## config.mk

```make
export PLATFORM = sky130hd
export DESIGN_NAME = spmv_row_scheduler
export DESIGN_NICKNAME = d
export VERILOG_FILES = /design/src/rtl/spmv_pkg.sv /design/src/rtl/spmv_nnz_diff.sv /design/src/rtl/spmv_row_scheduler.sv
export SDC_FILE = /design/constraint.sdc
export NUM_CORES = 1
export LEC_CHECK = 0
export BUFFER_PORTS_ARGS = -buffer_cell sky130_fd_sc_hd__buf_2
export CAP_MARGIN = 30
export CORE_ASPECT_RATIO = 1.75
export CORE_UTILIZATION = 40
export CTS_CLUSTER_SIZE = 14
export DETAILED_ROUTE_END_ITERATION = 8
export GPL_TIMING_DRIVEN = 0
export PLACE_DENSITY = 0.55
export REMOVE_ABC_BUFFERS = 1
export SYNTH_ARGS = -nofsm -noshare
export SYNTH_HDL_FRONTEND = slang
export SYNTH_SLANG_ARGS = --single-unit
```

## constraint.sdc

```tcl
create_clock -name clk -period 6.2 [get_ports clk]
set_clock_uncertainty 0.2 [all_clocks]
set_input_delay 0.93 -clock clk [delete_from_list [all_inputs] [get_ports clk]]
set_output_delay 0.93 -clock clk [all_outputs]
set_load 0.01 [all_outputs]
```

## src/rtl/spmv_pkg.sv

```systemverilog
// Shared types and constants for the SpMV row scheduler.
// Holds the FSM encoding, error bit positions and beat geometry.
package spmv_pkg;

  localparam int BEAT_ROWS  = 4;
  localparam int BEAT_SHIFT = $clog2(BEAT_ROWS);

  localparam int ERR_BAD_COUNT    = 0;
  localparam int ERR_ROWPTR_DEC   = 1;
  localparam int ERR_NNZ_MISMATCH = 2;

  typedef enum logic [2:0] {
    S_IDLE,
    S_BASE,
    S_ISSUE,
    S_DISPATCH,
    S_DRAIN,
    S_DONE
  } state_t;

endpackage

```

## src/rtl/spmv_nnz_diff.sv

```systemverilog
// Row-pointer to per-row NNZ difference stage.
// A single output register with pass-through ready gives full throughput.
module spmv_nnz_diff #(
  parameter int ROWS_W = 32
) (
  input  logic              clk,
  input  logic              rstn,
  input  logic              base_en,
  input  logic              disp_en,
  input  logic [ROWS_W-1:0] rowptr_tdata,
  input  logic              rowptr_tvalid,
  output logic              rowptr_tready,
  output logic [31:0]       times_tdata,
  output logic              times_tvalid,
  input  logic              times_tready,
  output logic              row_fire,
  output logic [31:0]       row_diff,
  output logic              row_dec
);

  logic [ROWS_W-1:0] prev_q, prev_d;
  logic [31:0]       tdata_q, tdata_d;
  logic              tvalid_q, tvalid_d;
  logic              rdy, fire, dfire, dec;
  logic [31:0]       diff;

  always_comb begin
    rdy      = base_en | (disp_en & (~tvalid_q | times_tready));
    fire     = rowptr_tvalid & rdy;
    dfire    = fire & disp_en;
    dec      = rowptr_tdata < prev_q;
    diff     = dec ? 32'd0 : 32'(rowptr_tdata - prev_q);
    prev_d   = prev_q;
    tdata_d  = tdata_q;
    tvalid_d = tvalid_q;
    if (fire & base_en) prev_d = rowptr_tdata;
    if (times_tready) tvalid_d = 1'b0;
    if (dfire) begin
      tvalid_d = 1'b1;
      tdata_d  = diff;
      // A decreasing pointer is reported but never becomes the new base
      if (!dec) prev_d = rowptr_tdata;
    end
  end

  always_ff @(posedge clk) begin
    if (!rstn) begin
      prev_q   <= '0;
      tdata_q  <= '0;
      tvalid_q <= 1'b0;
    end else begin
      prev_q   <= prev_d;
      tdata_q  <= tdata_d;
      tvalid_q <= tvalid_d;
    end
  end

  assign rowptr_tready = rdy;
  assign times_tdata   = tdata_q;
  assign times_tvalid  = tvalid_q;
  assign row_fire      = dfire;
  assign row_diff      = diff;
  assign row_dec       = dec;

endmodule

```

## src/rtl/spmv_row_scheduler.sv

```systemverilog
// Per-job sequencer: rowptr to TIMES, read start, result beat counting.
// Define SPMV_ROW_SCHED_PERF_EN to build the perf_cycles/perf_stall counters.
module spmv_row_scheduler
  import spmv_pkg::*;
#(
  parameter int ROWS_W = 32
) (
  input  logic              clk,
  input  logic              rstn,
  input  logic              cfg_start,
  input  logic [ROWS_W-1:0] cfg_row_count,
  input  logic [31:0]       cfg_nnz_total,
  output logic              busy,
  output logic              done,
  output logic [2:0]        err,
  input  logic [ROWS_W-1:0] rowptr_tdata,
  input  logic              rowptr_tvalid,
  output logic              rowptr_tready,
  output logic              read_begin,
  output logic [31:0]       read_length,
  output logic [31:0]       times_tdata,
  output logic              times_tvalid,
  input  logic              times_tready,
  input  logic              out_beat_valid,
`ifdef SPMV_ROW_SCHED_PERF_EN
  input  logic              out_beat_ready,
  output logic [31:0]       perf_cycles,
  output logic [31:0]       perf_stall
`else
  input  logic              out_beat_ready
`endif
);

  state_t            state_q, state_d;
  logic [ROWS_W-1:0] rc_q, rc_d;
  logic [31:0]       nnz_q, nnz_d;
  logic [2:0]        err_q, err_d;
  logic [ROWS_W-1:0] rows_q, rows_d;
  logic [31:0]       sum_q, sum_d;
  logic [ROWS_W-1:0] beats_q, beats_d;
  logic [31:0]       rlen_q, rlen_d;
  logic [ROWS_W-1:0] target;
  logic              base_en, disp_en, cnt_en;
  logic              row_fire, row_dec;
  logic [31:0]       row_diff;

  spmv_nnz_diff #(.ROWS_W(ROWS_W)) u_diff (
    .clk           (clk),
    .rstn          (rstn),
    .base_en       (base_en),
    .disp_en       (disp_en),
    .rowptr_tdata  (rowptr_tdata),
    .rowptr_tvalid (rowptr_tvalid),
    .rowptr_tready (rowptr_tready),
    .times_tdata   (times_tdata),
    .times_tvalid  (times_tvalid),
    .times_tready  (times_tready),
    .row_fire      (row_fire),
    .row_diff      (row_diff),
    .row_dec       (row_dec)
  );

  always_comb begin
    base_en = (state_q == S_BASE);
    disp_en = (state_q == S_DISPATCH) && (rows_q != rc_q);
    cnt_en  = (state_q == S_ISSUE) || (state_q == S_DISPATCH) ||
              (state_q == S_DRAIN);
    target  = rc_q >> BEAT_SHIFT;
    state_d = state_q;
    rc_d    = rc_q;
    nnz_d   = nnz_q;
    err_d   = err_q;
    rows_d  = rows_q;
    sum_d   = sum_q;
    rlen_d  = rlen_q;
    beats_d = beats_q;
    if (cnt_en && out_beat_valid && out_beat_ready)
      beats_d = beats_q + 1'b1;
    unique case (state_q)
      S_IDLE: begin
        if (cfg_start) begin
          rc_d    = cfg_row_count;
          nnz_d   = cfg_nnz_total;
          err_d   = '0;
          rows_d  = '0;
          sum_d   = '0;
          beats_d = '0;
          if (cfg_row_count == '0 ||
              cfg_row_count[BEAT_SHIFT-1:0] != '0)
            err_d[ERR_BAD_COUNT] = 1'b1;
          else
            state_d = S_BASE;
        end
      end
      S_BASE: begin
        if (rowptr_tvalid && rowptr_tready) begin
          rlen_d  = nnz_q;
          state_d = S_ISSUE;
        end
      end
      S_ISSUE: state_d = S_DISPATCH;
      S_DISPATCH: begin
        if (row_fire) begin
          rows_d = rows_q + 1'b1;
          sum_d  = sum_q + row_diff;
          if (row_dec) err_d[ERR_ROWPTR_DEC] = 1'b1;
        end
        if (rows_q == rc_q && (!times_tvalid || times_tready)) begin
          state_d = S_DRAIN;
          if (sum_q != nnz_q) err_d[ERR_NNZ_MISMATCH] = 1'b1;
        end
      end
      // Early beats may already have satisfied the target
      S_DRAIN: if (beats_d >= target) state_d = S_DONE;
      S_DONE:  state_d = S_IDLE;
      default: state_d = S_IDLE;
    endcase
  end

  always_ff @(posedge clk) begin
    if (!rstn) begin
      state_q <= S_IDLE;
      rc_q    <= '0;
      nnz_q   <= '0;
      err_q   <= '0;
      rows_q  <= '0;
      sum_q   <= '0;
      beats_q <= '0;
      rlen_q  <= '0;
    end else begin
      state_q <= state_d;
      rc_q    <= rc_d;
      nnz_q   <= nnz_d;
      err_q   <= err_d;
      rows_q  <= rows_d;
      sum_q   <= sum_d;
      beats_q <= beats_d;
      rlen_q  <= rlen_d;
    end
  end

  assign busy        = (state_q != S_IDLE);
  assign done        = (state_q == S_DONE);
  assign read_begin  = (state_q == S_ISSUE);
  assign read_length = rlen_q;
  assign err         = err_q;

`ifdef SPMV_ROW_SCHED_PERF_EN
  logic [31:0] pcyc_q, pcyc_d, pstl_q, pstl_d;

  always_comb begin
    pcyc_d = pcyc_q;
    pstl_d = pstl_q;
    if (state_q == S_IDLE && cfg_start) begin
      pcyc_d = '0;
      pstl_d = '0;
    end else begin
      if (busy && pcyc_q != '1) pcyc_d = pcyc_q + 1'b1;
      if (state_q == S_DISPATCH && times_tvalid && !times_tready &&
          pstl_q != '1)
        pstl_d = pstl_q + 1'b1;
    end
  end

  always_ff @(posedge clk) begin
    if (!rstn) begin
      pcyc_q <= '0;
      pstl_q <= '0;
    end else begin
      pcyc_q <= pcyc_d;
      pstl_q <= pstl_d;
    end
  end

  assign perf_cycles = pcyc_q;
  assign perf_stall  = pstl_q;
`endif

endmodule

```

==> flow_summary.html, run 1 <==
<table>
<tr><th>Metric</th><th>Value</th></tr>
<tr><th colspan="2">Critical path</th></tr>
<tr><td>Data arrival time of the critical path</td><td>between 6000 and 7000 ps</td></tr>
<tr><td>Worst Setup Path Type</td><td>in -&gt; reg</td></tr>
<tr><td>Worst-path fanout max</td><td>20</td></tr>
<tr><td>Kind of start point of the critical path</td><td>input port</td></tr>
<tr><td>Required time reported for the critical path endpoint</td><td>6480 ps</td></tr>
<tr><td>Critical path capture point type</td><td>register</td></tr>
<tr><th colspan="2">Die</th></tr>
<tr><td>Core area</td><td>36140 sq um</td></tr>
<tr><td>IO Pins</td><td>between 150 and 200</td></tr>
<tr><td>Die ar.</td><td>around 38000 sq um</td></tr>
<tr><td>Width of the die</td><td>146.8 um</td></tr>
<tr><td>Number of rows created at floorplan</td><td>92</td></tr>
<tr><td>Starting Density</td><td>0.4063</td></tr>
<tr><td>Height of the chip</td><td>255.5 um</td></tr>
<tr><th colspan="2">Cells and area</th></tr>
<tr><td>Final nets</td><td>2202</td></tr>
<tr><td>Filler cell count in the final layout</td><td>3669</td></tr>
<tr><td>Area of combinational cells with multiple inputs</td><td>8831 sq um</td></tr>
<tr><td>Utilization of the core after routing</td><td>0.4710</td></tr>
<tr><td>Share of cells above drive strength 1</td><td>0.1338</td></tr>
<tr><td>Commonest non-fill, non-tap cells in the layout</td><td>nand2_1 (358), dfxtp_1 (263), a21oi_1 (227), buf_2 (174), nor2_1 (129)</td></tr>
<tr><td>Most common cell after layout, fill and taps aside</td><td>nand2_1</td></tr>
<tr><td>Synth-to-Final Area Change</td><td>15.93%</td></tr>
<tr><td>Storage cell area</td><td>about 5300 sq um</td></tr>
<tr><th colspan="2">Timing</th></tr>
<tr><td>Final Hold Fails</td><td>0</td></tr>
<tr><td>Period utilisation layout</td><td>0.9570</td></tr>
<tr><td>Minimum clock period after layout</td><td>5933 ps</td></tr>
<tr><td>Final Hold Slack</td><td>249.6 ps</td></tr>
<tr><td>Max Transition Viols Final</td><td>0</td></tr>
<tr><td>Transition time at the pin with the least slew margin</td><td>910.1 ps</td></tr>
<tr><td>Number of setup violations in the final report</td><td>0</td></tr>
<tr><td>Worst rel slew slack</td><td>0.3876</td></tr>
<tr><td>Unrepaired setup endpoints after global routing</td><td>true</td></tr>
<tr><td>Peak clock frequency supported by timing</td><td>168.5 MHz</td></tr>
<tr><th colspan="2">Logic synthesis</th></tr>
<tr><td>Synth warnings</td><td>0</td></tr>
<tr><td>Post-synthesis cell type count</td><td>78</td></tr>
<tr><td>Flops &amp; latches, synth</td><td>between 200 and 300</td></tr>
<tr><td>Proportion of synthesized chip area in sequential cells</td><td>0.3586</td></tr>
<tr><td>Average cell area after synthesis</td><td>7.848 sq um</td></tr>
<tr><td>Most common flop cell mapped by yosys</td><td>dfxtp_1</td></tr>
<tr><td>Post-Syn Instances</td><td>about 1900</td></tr>
<tr><td>Fraction of registers with async set/reset</td><td>0</td></tr>
<tr><td>EDFF count, synth</td><td>0</td></tr>
<tr><td>Mapped Area</td><td>14680 sq um</td></tr>
<tr><th colspan="2">Pwr</th></tr>
<tr><td>Switch Pwr</td><td>roughly 1.6 mW</td></tr>
<tr><td>Clock network fraction of design power</td><td>0.351</td></tr>
<tr><td>IR drop worst, VDD</td><td>0.2200 mV</td></tr>
<tr><td>Portion of total power attributed to sequential cells</td><td>0.396</td></tr>
<tr><td>Int Power</td><td>3.193 mW</td></tr>
<tr><td>Power per cell area</td><td>278.8 nW/um^2</td></tr>
<tr><td>Combinational share of power</td><td>0.254</td></tr>
<tr><td>Switching share of power</td><td>0.3274</td></tr>
<tr><td>Standby leakage power</td><td>between 7 and 8 nW</td></tr>
<tr><th colspan="2">Place</th></tr>
<tr><td>Weighted congestion at the end of routability-driven global placement</td><td>approximately 0.9</td></tr>
<tr><td>Buffers added on ports</td><td>174</td></tr>
<tr><td>DP HPWL</td><td>about 33000 um</td></tr>
<tr><th colspan="2">Global route</th></tr>
<tr><td>Number of global-route vias before repair</td><td>13190</td></tr>
<tr><td>Residual overflow from global routing</td><td>0</td></tr>
<tr><td>GRT Resource Usage Total</td><td>0.2282</td></tr>
<tr><td>Maximum number of pins on one net before global-route repair</td><td>97</td></tr>
<tr><td>First-pass GRT wire length</td><td>68120 um</td></tr>
<tr><td>Number of antenna violations at the first check in global routing</td><td>2</td></tr>
<tr><th colspan="2">Detailed routing</th></tr>
<tr><td>Post-DR vias/cell</td><td>5.259</td></tr>
<tr><td>First drt pass iteration count</td><td>5</td></tr>
<tr><td>Drt first-iter violations</td><td>600</td></tr>
<tr><td>Total via count in the routed design</td><td>13100</td></tr>
<tr><td>Routed WL</td><td>about 43000 um</td></tr>
<tr><td>Count of antenna-violating nets left after detailed routing</td><td>0</td></tr>
<tr><td>Average wire per standard cell</td><td>17.22 um</td></tr>
<tr><td>Final routed DRC violation total</td><td>0</td></tr>
<tr><th colspan="2">Run status</th></tr>
<tr><td>Run status</td><td>finished clean</td></tr>
<tr><th colspan="2">Min path</th></tr>
<tr><td>Path type of the worst min-delay path</td><td>reg -&gt; reg</td></tr>
<tr><th colspan="2">CTS</th></tr>
<tr><td>CTS buffer count</td><td>27</td></tr>
<tr><td>CTS tree</td><td>yes</td></tr>
<tr><td>Clock insertion delay at the later pin of the skew report</td><td>550 ps</td></tr>
<tr><td>Number of buffers on the longest clock path</td><td>3</td></tr>
<tr><td>CTS sink count</td><td>263</td></tr>
<tr><td>Clock edge transition at the registers on the reported setup and hold paths</td><td>60 ps</td></tr>
<tr><td>Cell at the root of the clock tree</td><td>clkbuf_16</td></tr>
<tr><td>Hold buffer count at cts</td><td>0</td></tr>
<tr><td># H-tree levels</td><td>1</td></tr>
<tr><th colspan="2">Job</th></tr>
<tr><td>Maxcap violations</td><td>0</td></tr>
</table>
cell usage after synthesis, types with 3 or more instances:
master / n / area [sq um]
a211o_1: 5 / 43.79
a211oi_1: 12 / 90.09
a211oi_2: 3 / 37.54
a21o_1: 35 / 262.8
a21oi_1: 228 / 1141
a221o_1: 3 / 30.03
a31oi_1: 25 / 156.4
and2_1: 16 / 100.1
and3_1: 18 / 112.6
and4_1: 8 / 70.07
buf_1: 9 / 33.78
buf_2: 10 / 50.05
clkbuf_1: 63 / 236.5
dfxtp_1: 263 / 5265
ha_1: 95 / 1189
inv_1: 85 / 319.1
nand2_1: 361 / 1355
nand2b_1: 14 / 87.58
nand3_1: 58 / 290.3
nand3b_1: 5 / 37.54
nand4_1: 28 / 175.2
nor2_1: 129 / 484.2
nor2b_1: 36 / 225.2
nor3_1: 24 / 120.1
nor4_1: 28 / 175.2
o211ai_1: 9 / 67.56
o21a_1: 9 / 67.56
o21ai_0: 42 / 210.2
o21bai_1: 8 / 60.06
o31ai_1: 3 / 22.52
or3_1: 8 / 50.05
xnor2_1: 59 / 516.8
xor2_1: 112 / 980.9
registers in the layout (all words and copies together) (netlist names):
name                 count
beats_q                 32
nnz_q                   32
rc_q                    32
read_length             32
rows_q                  32
sum_q                   32
u_diff.prev_q           32
u_diff.times_tdata      32
err                      3
state_q                  3
u_diff.times_tvalid      1
worst paths after layout:
check / startpoint / endpoint / slack [ps] / depth (start not counted)
worst max-delay path: rowptr_tdata[0] / sum_q[31] / 270 / 23
worst min-delay path: u_diff.prev_q[21] / u_diff.prev_q[21] / 250 / 2
worst max register to register: u_diff.prev_q[5] / sum_q[31] / 450 / 21
worst min register to register: u_diff.prev_q[21] / u_diff.prev_q[21] / 250 / 2
kinds of logic (layout without fill, tap and decap cells):
| logic type | Yosys count | after routing | synth area share |
|---|---|---|---|
| and+or+nand+nor | 750 | 750 | 0.2341 |
| other | 0 | 2 | 0 |
| adders and majority gates | 97 | 97 | 0.08367 |
| xor gates and xnor gates | 172 | 172 | 0.1031 |
| DFF | 263 | 263 | 0.3586 |
| muxes | 4 | 4 | 0.002897 |
| buffers and inverters | 171 | 318 | 0.04508 |
| AOI/OAI and AO/OA | 414 | 414 | 0.1726 |
layout make-up:
| cell class | instances | share of cell area |
|---|---|---|
| antenna | 2 | 0.0002940 |
| clock buffer | 35 | 0.04381 |
| clock inverter | 10 | 0.007644 |
| inverter | 87 | 0.01948 |
| multi-input combinational | 1437 | 0.5188 |
| sequential | 263 | 0.3093 |
| tap | 470 | 0.03455 |
| timing repair buffer | 186 | 0.06615 |
power by group through the flow:
stage / Sequential, mW / Clock (mW) / Combinational (mW)
global route: 1.89 / 1.78 / 1.34
detailed placement: 1.92 / 0 / 1.21
finish: 1.88 / 1.66 / 1.20
CTS: 1.88 / 1.71 / 1.21
global placement: 1.92 / 0 / 1.16
floorplan: 1.89 / 0 / 0.809
per-layer routing:
layer | vias to the layer above | part of all wire | wire, um | GRT usage
met5 | - | 0 | 0 | 0
met4 | 0 | 0.048 | 2037 | 0.1166
met3 | 88 | 0.035 | 1510 | 0.02607
met2 | 258 | 0.54 | 23300 | 0.4444
met1 | 6092 | 0.37 | 16020 | 0.2336
li1 | 6658 | - | - | -
repair_timing:
action,4_1_cts,5_1_grt
buffers inserted,0,1
endpoints found under the setup margin,3,7
resized for setup,2,5
endpoints found under the hold margin,0,0
pin swaps,0,2
critical path: stages:
cell and delay, ps:
buf_2 80, inv_1 40, ha_1 220, fa_1 420
nand2b_1 210, a21oi_4 210, o21bai_1 190, nand3_2 200
a41oi_4 180, o311a_4 510, buf_16 190, nor3_1 400
ha_1 410, a21oi_1 180, a2bb2oi_1 380, a21bo_2 210
a211o_1 150, a31oi_1 170, a21o_1 190, a21oi_1 170
xnor2_1 120, or3_1 310, a31oi_1 120
per-stage QoR:
step	total power, mW	std cells	setup slack [ps]	cell area, sq um	TNS, ps
2_1_floorplan	2.698	1787	335.6	14350	0
3_3_place_gp	3.074	2431	-1844	15810	-163850
3_5_place_dp	3.123	2441	-678.3	16070	-5845
4_1_cts	4.803	2486	16.45	16960	0
5_1_grt	5.015	2490	-39.00	17020	-39.00
6_report	4.747	2490	266.6	17020	0
No activity file was read; power rests on OpenSTA's default activity.
==> run 2, diff against run 1 <==
PLACE_DENSITY = not set   (was 0.55)
==> run 2 against run 1 <==
  * Combinational power about the same
  * Hold slack about the same
  * Sequential share of layout area fell by 0.093 points
  * Power up 1.4%
  * Clock power grew 3%
  * Core utilization increased by 0.14 points
  * Die area is the same
  * Fmax shrank 0.56%
  * Sequential power about the same
  * Critical path depth is the same
  * Via count is 0.28% higher
  * Critical path type unchanged
  * Critical endpoint unchanged
  * Largest cell class unchanged
  * Largest power group unchanged
==> flow_summary.html, run 2 (synthesis gave the netlist of run 1 again) <==
<table>
<tr><th>Metric</th><th>Value</th></tr>
<tr><th colspan="2">Run status</th></tr>
<tr><td>Run status</td><td>finished clean</td></tr>
<tr><th colspan="2">Cells and area</th></tr>
<tr><td>Share of cells above drive strength 1</td><td>0.1357</td></tr>
<tr><td>Cell area after layout</td><td>17070 sq um</td></tr>
<tr><td>Commonest non-fill, non-tap cells in the layout</td><td>nand2_1 (359), dfxtp_1 (263), a21oi_1 (227), buf_2 (174), nor2_1 (129)</td></tr>
<tr><td>Synth-to-Final Area Change</td><td>16.27%</td></tr>
<tr><td>Post-layout instance count excluding filler cells</td><td>around 2500</td></tr>
<tr><td>Most common cell after layout, fill and taps aside</td><td>nand2_1</td></tr>
<tr><td>Final nets</td><td>2206</td></tr>
<tr><td>Utilization of the core after routing</td><td>0.4724</td></tr>
<tr><td>Antenna diode count</td><td>0</td></tr>
<tr><th colspan="2">Min path</th></tr>
<tr><td>Hold Path Stages</td><td>2</td></tr>
<tr><td>Path type of the worst min-delay path</td><td>reg -&gt; reg</td></tr>
<tr><th colspan="2">Critical path</th></tr>
<tr><td>Instance count on the critical path</td><td>23</td></tr>
<tr><td>Critical path, cell by cell</td><td>buf_2 &gt; inv_1 &gt; ha_1 &gt; fa_1 &gt; nand2b_1 &gt; a21oi_4 &gt; o21bai_1 &gt; nand3_2 &gt; a41oi_4 &gt; o311a_4 &gt; buf_8 &gt; nor3_1 &gt; ha_1 &gt; o21ai_0 &gt; nor2_1 &gt; a31oi_2 &gt; a211o_1 &gt; a31oi_1 &gt; a21o_1 &gt; a21oi_1 &gt; xnor2_1 &gt; or3_1 &gt; a31oi_1</td></tr>
<tr><td>Worst Setup Path Type</td><td>in -&gt; reg</td></tr>
<tr><td>Depth of the worst register-to-register path</td><td>21</td></tr>
<tr><td>Cell family with most CP delay</td><td>compound AO/OA/AOI/OAI gates</td></tr>
<tr><td>Cell with the largest stage delay on the worst path</td><td>fa_1</td></tr>
<tr><td>Data arrival time of the critical path</td><td>6250 ps</td></tr>
<tr><td>Biggest cell delay along the critical path</td><td>440 ps</td></tr>
<tr><td>Worst-path fanout max</td><td>21</td></tr>
<tr><td>Kind of start point of the critical path</td><td>input port</td></tr>
<tr><td>Critical path capture point type</td><td>register</td></tr>
<tr><td>Critical path buffer and inverter count</td><td>3</td></tr>
<tr><td>Required time reported for the critical path endpoint</td><td>6480 ps</td></tr>
<tr><th colspan="2">Place</th></tr>
<tr><td>Setup slack after placement</td><td>-669.5 ps</td></tr>
<tr><td>Cell count after placement</td><td>2442</td></tr>
<tr><td>Area after DPL</td><td>around 16000 sq um</td></tr>
<tr><td>DP HPWL</td><td>31900 um</td></tr>
<tr><td>Buffers added on ports</td><td>174</td></tr>
<tr><td>Weighted congestion at the end of routability-driven global placement</td><td>0.8547</td></tr>
<tr><th colspan="2">Die</th></tr>
<tr><td>Die ar.</td><td>37510 sq um</td></tr>
<tr><td>Core area</td><td>36140 sq um</td></tr>
<tr><td>IO Pins</td><td>175</td></tr>
<tr><td>Height of the chip</td><td>about 260 um</td></tr>
<tr><td>Number of rows created at floorplan</td><td>92</td></tr>
<tr><td>Starting Density</td><td>0.4063</td></tr>
<tr><td>Width of the die</td><td>146.8 um</td></tr>
<tr><th colspan="2">Job</th></tr>
<tr><td>Maxcap violations</td><td>0</td></tr>
<tr><th colspan="2">Detailed routing</th></tr>
<tr><td>Average wire per standard cell</td><td>16.95 um</td></tr>
<tr><td>Final routed DRC violation total</td><td>0</td></tr>
<tr><td>Routed WL</td><td>42300 um</td></tr>
<tr><td>Count of antenna-violating nets left after detailed routing</td><td>0</td></tr>
<tr><td>Total via count in the routed design</td><td>around 13000</td></tr>
<tr><td>First drt pass iteration count</td><td>5</td></tr>
<tr><td>Drt first-iter violations</td><td>666</td></tr>
<tr><td>Post-DR vias/cell</td><td>5.262</td></tr>
<tr><th colspan="2">Timing</th></tr>
<tr><td>Minimum clock period after layout</td><td>5967 ps</td></tr>
<tr><td>Setup tns final</td><td>0 ps</td></tr>
<tr><td>Period utilisation layout</td><td>0.9624</td></tr>
<tr><td>Max Transition Viols Final</td><td>0</td></tr>
<tr><td>Transition time at the pin with the least slew margin</td><td>963.0 ps</td></tr>
<tr><td>Worst rel slew slack</td><td>0.3580</td></tr>
<tr><td>Final setup margin</td><td>232.9 ps</td></tr>
<tr><td>Number of setup violations in the final report</td><td>0</td></tr>
<tr><td>Peak clock frequency supported by timing</td><td>167.6 MHz</td></tr>
<tr><td>Final Hold Fails</td><td>0</td></tr>
<tr><td>Final Hold Slack</td><td>249.3 ps</td></tr>
<tr><th colspan="2">CTS</th></tr>
<tr><td>CTS tree</td><td>yes</td></tr>
<tr><td>CTS buffer count</td><td>28</td></tr>
<tr><td># H-tree levels</td><td>1</td></tr>
<tr><td>Number of buffers on the longest clock path</td><td>3</td></tr>
<tr><td>Clock edge transition at the registers on the reported setup and hold paths</td><td>60 ps</td></tr>
<tr><td>CTS sink count</td><td>263</td></tr>
<tr><td>Clock insertion delay at the later pin of the skew report</td><td>560 ps</td></tr>
<tr><td>Cell at the root of the clock tree</td><td>clkbuf_16</td></tr>
<tr><th colspan="2">Pwr</th></tr>
<tr><td>Standby leakage power</td><td>7.250 nW</td></tr>
<tr><td>Power per cell area</td><td>281.9 nW/um^2</td></tr>
<tr><td>Total power</td><td>between 4 and 5 mW</td></tr>
<tr><td>Int Power</td><td>3.240 mW</td></tr>
<tr><td>Clock network fraction of design power</td><td>0.356</td></tr>
<tr><td>Switching share of power</td><td>0.3269</td></tr>
<tr><td>Switch Pwr</td><td>1.573 mW</td></tr>
<tr><td>Combinational share of power</td><td>0.252</td></tr>
<tr><td>Portion of total power attributed to sequential cells</td><td>0.391</td></tr>
<tr><td>IR drop worst, VDD</td><td>between 0.2 and 0.25 mV</td></tr>
<tr><th colspan="2">Global route</th></tr>
<tr><td>Number of antenna violations at the first check in global routing</td><td>3</td></tr>
<tr><td>Number of global-route vias before repair</td><td>~13000</td></tr>
<tr><td>GRT Resource Usage Total</td><td>0.2239</td></tr>
<tr><td>Residual overflow from global routing</td><td>0</td></tr>
<tr><td>Maximum number of pins on one net before global-route repair</td><td>102</td></tr>
<tr><td>First-pass GRT wire length</td><td>66960 um</td></tr>
</table>
run 2: changes by cell type in the layout (fill, tap and decap cells not counted), sizes merged:
cell / before / now
diode: 2 / 0
clkinv: 5 / 6
buf: 186 / 189
clkbuf: 35 / 41
clkinvlp: 2 / 1
bufinv: 3 / 2
run 2: final timing paths:
kind | startpoint | to | slack (ps)
worst min register to register | u_diff.prev_q[26] | u_diff.prev_q[26] | 250
worst min-delay path | u_diff.prev_q[26] | u_diff.prev_q[26] | 250
worst max-delay path | rowptr_tdata[0] | sum_q[31] | 230
worst max register to register | u_diff.prev_q[5] | sum_q[31] | 400
run 2: per-layer routing:
layer,share of wire,track usage
met5,0.00031,0
met4,0.039,0.09259
met3,0.039,0.03089
met2,0.54,0.4402
met1,0.38,0.2307
run 2: cell type report:
class | count | area, sq um
well taps | 470 | 588.1
clock buffers | 41 | 830.8
multi-input cells | 1437 | 8840
fillers | 3671 | 19070
flip-flops and latches | 263 | 5265
clock inverters | 9 | 97.59
repair buffers | 189 | 1121
inverters | 87 | 331.6
run 2: tightest hold or removal path, cell delays in order, from the launching register on:
cell     delay (ps)
dfxtp_1         310
nand2_1          50
a21oi_1          50
run 2: power groups by stage:
stage          registers, mW  logic [mW]  clock network (mW)
6_report                1.88        1.21                1.71
5_1_grt                 1.89        1.35                1.84
3_5_place_dp            1.92        1.20                   0
4_1_cts                 1.89        1.21                1.77
3_3_place_gp            1.92        1.15                   0
2_1_floorplan           1.89       0.809                   0
run 2: repair_timing:
item,in CTS,in global routing
pin swaps,0,3
endpoints found under the setup margin,2,5
hold buffers,0,0
gates cloned,0,0
setup buffers,0,4
gates resized for setup,2,6
==> run 3, diff against run 2 <==
CELL_PAD_IN_SITES_DETAIL_PLACEMENT = 1   (was not set)
CELL_PAD_IN_SITES_GLOBAL_PLACEMENT = 1   (was not set)
PLACE_DENSITY_LB_ADDON = 0.1   (was not set)
==> run 3 against run 2 <==
  * Via count grew 1.9%
  * Hold slack lost 0.97 ps
  * Wire length increased by 12%
  * Critical endpoint unchanged
  * Non-clock buffer count is 4 lower
  * Power shrank 0.36%
  * Global-route usage grew 2.5 points
  * Flip-flop and latch count did not move
  * Register-to-register slack improved by 60 ps
  * Core utilization down 0.21 points
  * Combinational power about the same
  * Fmax is 1.1% higher
==> flow_summary.html, run 3 (synthesis gave the netlist of run 1 again) <==
<table>
<tr><th>Metric</th><th>Value</th></tr>
<tr><th colspan="2">Min path</th></tr>
<tr><td>Hold Path Origin</td><td>u_diff.prev_q[16]</td></tr>
<tr><td>Path type of the worst min-delay path</td><td>reg -&gt; reg</td></tr>
<tr><th colspan="2">CTS</th></tr>
<tr><td>CTS buffer count</td><td>28</td></tr>
<tr><td>CTS sink count</td><td>263</td></tr>
<tr><td>CTS tree</td><td>yes</td></tr>
<tr><td># H-tree levels</td><td>1</td></tr>
<tr><td>Cell at the root of the clock tree</td><td>clkbuf_16</td></tr>
<tr><td>Clock edge transition at the registers on the reported setup and hold paths</td><td>60 ps</td></tr>
<tr><td>Number of buffers on the longest clock path</td><td>3</td></tr>
<tr><td>Clock insertion delay at the later pin of the skew report</td><td>570 ps</td></tr>
<tr><th colspan="2">Pwr</th></tr>
<tr><td>Total power</td><td>4.795 mW</td></tr>
<tr><td>Power per cell area</td><td>282.1 nW/um^2</td></tr>
<tr><td>Standby leakage power</td><td>between 7 and 8 nW</td></tr>
<tr><td>IR drop worst, VDD</td><td>0.2074 mV</td></tr>
<tr><th colspan="2">Cells and area</th></tr>
<tr><td>Synth-to-Final Area Change</td><td>15.76%</td></tr>
<tr><td>Filler cell count in the final layout</td><td>4503</td></tr>
<tr><td>Final nets</td><td>2203</td></tr>
<tr><td>Antenna diode count</td><td>0</td></tr>
<tr><td>Most common cell after layout, fill and taps aside</td><td>nand2_1</td></tr>
<tr><td>Commonest non-fill, non-tap cells in the layout</td><td>nand2_1 (358), dfxtp_1 (263), a21oi_1 (227), buf_2 (174), nor2_1 (129)</td></tr>
<tr><td>Share of cells above drive strength 1</td><td>0.1339</td></tr>
<tr><th colspan="2">Critical path</th></tr>
<tr><td>Startpoint of the worst register-to-register path</td><td>u_diff.prev_q[13]</td></tr>
<tr><td>Worst-path fanout max</td><td>16</td></tr>
<tr><td>Critical path capture point type</td><td>register</td></tr>
<tr><td>Launch point of the worst path</td><td>rowptr_tdata[0]</td></tr>
<tr><td>Cell with the largest stage delay on the worst path</td><td>o311a_2</td></tr>
<tr><td>Biggest cell delay along the critical path</td><td>540 ps</td></tr>
<tr><td>Critical path buffer and inverter count</td><td>3</td></tr>
<tr><td>Data arrival time of the critical path</td><td>6180 ps</td></tr>
<tr><td>Cell family with most CP delay</td><td>compound AO/OA/AOI/OAI gates</td></tr>
<tr><td>Critical path, cell by cell</td><td>buf_2 &gt; inv_1 &gt; ha_1 &gt; fa_1 &gt; nand2b_1 &gt; a21oi_2 &gt; o21bai_2 &gt; nand3_2 &gt; a41oi_4 &gt; buf_4 &gt; o311a_2 &gt; a211oi_2 &gt; ha_1 &gt; nand2_1 &gt; nor2_1 &gt; a31oi_2 &gt; a211o_1 &gt; a31oi_1 &gt; a21o_1 &gt; a21oi_1 &gt; xnor2_1 &gt; or3_1 &gt; a31oi_1</td></tr>
<tr><td>Kind of start point of the critical path</td><td>input port</td></tr>
<tr><td>Required time reported for the critical path endpoint</td><td>6480 ps</td></tr>
<tr><td>Worst Setup Path Type</td><td>in -&gt; reg</td></tr>
<tr><th colspan="2">Detailed routing</th></tr>
<tr><td>Wire length on met1</td><td>17630 um</td></tr>
<tr><td>Count of antenna-violating nets left after detailed routing</td><td>0</td></tr>
<tr><td>WL met3</td><td>1429 um</td></tr>
<tr><td>Detail Route met2 WL</td><td>26160 um</td></tr>
<tr><td>Routed WL</td><td>47410 um</td></tr>
<tr><td>Drt first-iter violations</td><td>346</td></tr>
<tr><td>Final routed DRC violation total</td><td>0</td></tr>
<tr><td>Post-DR vias/cell</td><td>5.367</td></tr>
<tr><td>Top Metal Used</td><td>met5</td></tr>
<tr><td>First drt pass iteration count</td><td>4</td></tr>
<tr><td>Average wire per standard cell</td><td>19.01 um</td></tr>
<tr><td>Total via count in the routed design</td><td>13390</td></tr>
<tr><th colspan="2">Die</th></tr>
<tr><td>Number of rows created at floorplan</td><td>92</td></tr>
<tr><td>Width of the die</td><td>146.8 um</td></tr>
<tr><td>Height of the chip</td><td>roughly 260 um</td></tr>
<tr><td>Starting Density</td><td>0.4063</td></tr>
<tr><td>Die ar.</td><td>37510 sq um</td></tr>
<tr><td>Core area</td><td>36140 sq um</td></tr>
<tr><td>IO Pins</td><td>between 150 and 200</td></tr>
<tr><th colspan="2">Place</th></tr>
<tr><td>Buffers added on ports</td><td>174</td></tr>
<tr><td>DP HPWL</td><td>35700 um</td></tr>
<tr><td>Weighted congestion at the end of routability-driven global placement</td><td>between 0.8 and 0.9</td></tr>
<tr><th colspan="2">Timing</th></tr>
<tr><td>Transition time at the pin with the least slew margin</td><td>around 900 ps</td></tr>
<tr><td>Period utilisation layout</td><td>0.9519</td></tr>
<tr><td>Peak clock frequency supported by timing</td><td>169.4 MHz</td></tr>
<tr><td>Final Hold Slack</td><td>248.3 ps</td></tr>
<tr><td>Worst rel slew slack</td><td>0.3924</td></tr>
<tr><td>Minimum clock period after layout</td><td>5902 ps</td></tr>
<tr><td>Max Transition Viols Final</td><td>0</td></tr>
<tr><td>Number of setup violations in the final report</td><td>0</td></tr>
<tr><td>Setup tns final</td><td>0 ps</td></tr>
<tr><td>Final Hold Fails</td><td>0</td></tr>
<tr><th colspan="2">Global route</th></tr>
<tr><td>Number of antenna violations at the first check in global routing</td><td>4</td></tr>
<tr><td>First-pass GRT wire length</td><td>74150 um</td></tr>
<tr><td>GRT Resource Usage Total</td><td>0.2487</td></tr>
<tr><td>Number of global-route vias before repair</td><td>around 14000</td></tr>
<tr><td>Maximum number of pins on one net before global-route repair</td><td>137</td></tr>
<tr><td>Residual overflow from global routing</td><td>0</td></tr>
<tr><th colspan="2">Job</th></tr>
<tr><td>Maxcap violations</td><td>0</td></tr>
<tr><th colspan="2">Run status</th></tr>
<tr><td>Run status</td><td>finished clean</td></tr>
</table>
-- run 3: cell count changes in the layout (fill, tap and decap cells not counted), sizes merged --
cell and delta:
o311a +1, buf -4, clkbuf +1, clkinvlp -1, clkinv +2, bufinv -1
-- run 3: final timing paths --
kind | endpoint | slack [ps] | cells past startpoint
worst min register to register | u_diff.prev_q[16] | 250 | 2
worst max register to register | sum_q[31] | 460 | 21
worst min-delay path | u_diff.prev_q[16] | 250 | 2
worst max-delay path | sum_q[31] | 300 | 23
-- run 3: area by class of cell --
type                            count  area, sq um  share of cell area
Clock buffer                       42        824.5             0.04851
Clock inverter                      9        73.82            0.004343
Inverter                           87        334.1             0.01965
Multi-Input combinational cell   1438         8857              0.5211
Sequential cell                   263         5265              0.3097
Tap cell                          470        588.1             0.03459
Timing Repair Buffer              185         1056             0.06212
-- run 3: metrics by stage --
| step | setup WS (ps) | cells | instance area, sq um | util |
|---|---|---|---|---|
| floorplan | 335.6 | 1787 | 14350 | - |
| global placement | -1912 | 2431 | 15810 | 0.4373 |
| detailed placement | -711.2 | 2438 | 16000 | 0.4427 |
| CTS | 25.12 | 2489 | 16910 | 0.4678 |
| global route | -63.75 | 2494 | 17000 | 0.4703 |
| finish | 298.4 | 2494 | 17000 | 0.4703 |
-- run 3: worst min-delay path, delay by kind of cell, from the launching register on --
family             cells  cell delay, ps
AOI/OAI and AO/OA      1              50
DFF                    1             310
and+or+nand+nor        1              50
-- run 3: metal layers --
metal / vias to the layer above / track usage
met2: 209 / 0.4976
li1: 6646 / -
met1: 6443 / 0.2511
met5: - / 0
met3: 79 / 0.02786
met4: 8 / 0.1079
-- run 3: timing repair --
action	4_1_cts	5_1_grt
gates resized for setup	1	5
endpoints found under the setup margin	4	8
hold buffers	0	0
setup buffers	0	3
gates cloned	0	1
pin swaps	0	2
-- run 3: power breakdown --
part	total [mW]	internal, mW	switching, mW
Sequential	1.88	1.79	0.0968
Clock	1.68	0.957	0.725
Combinational	1.23	0.439	0.790
Total	4.80	3.18	1.61
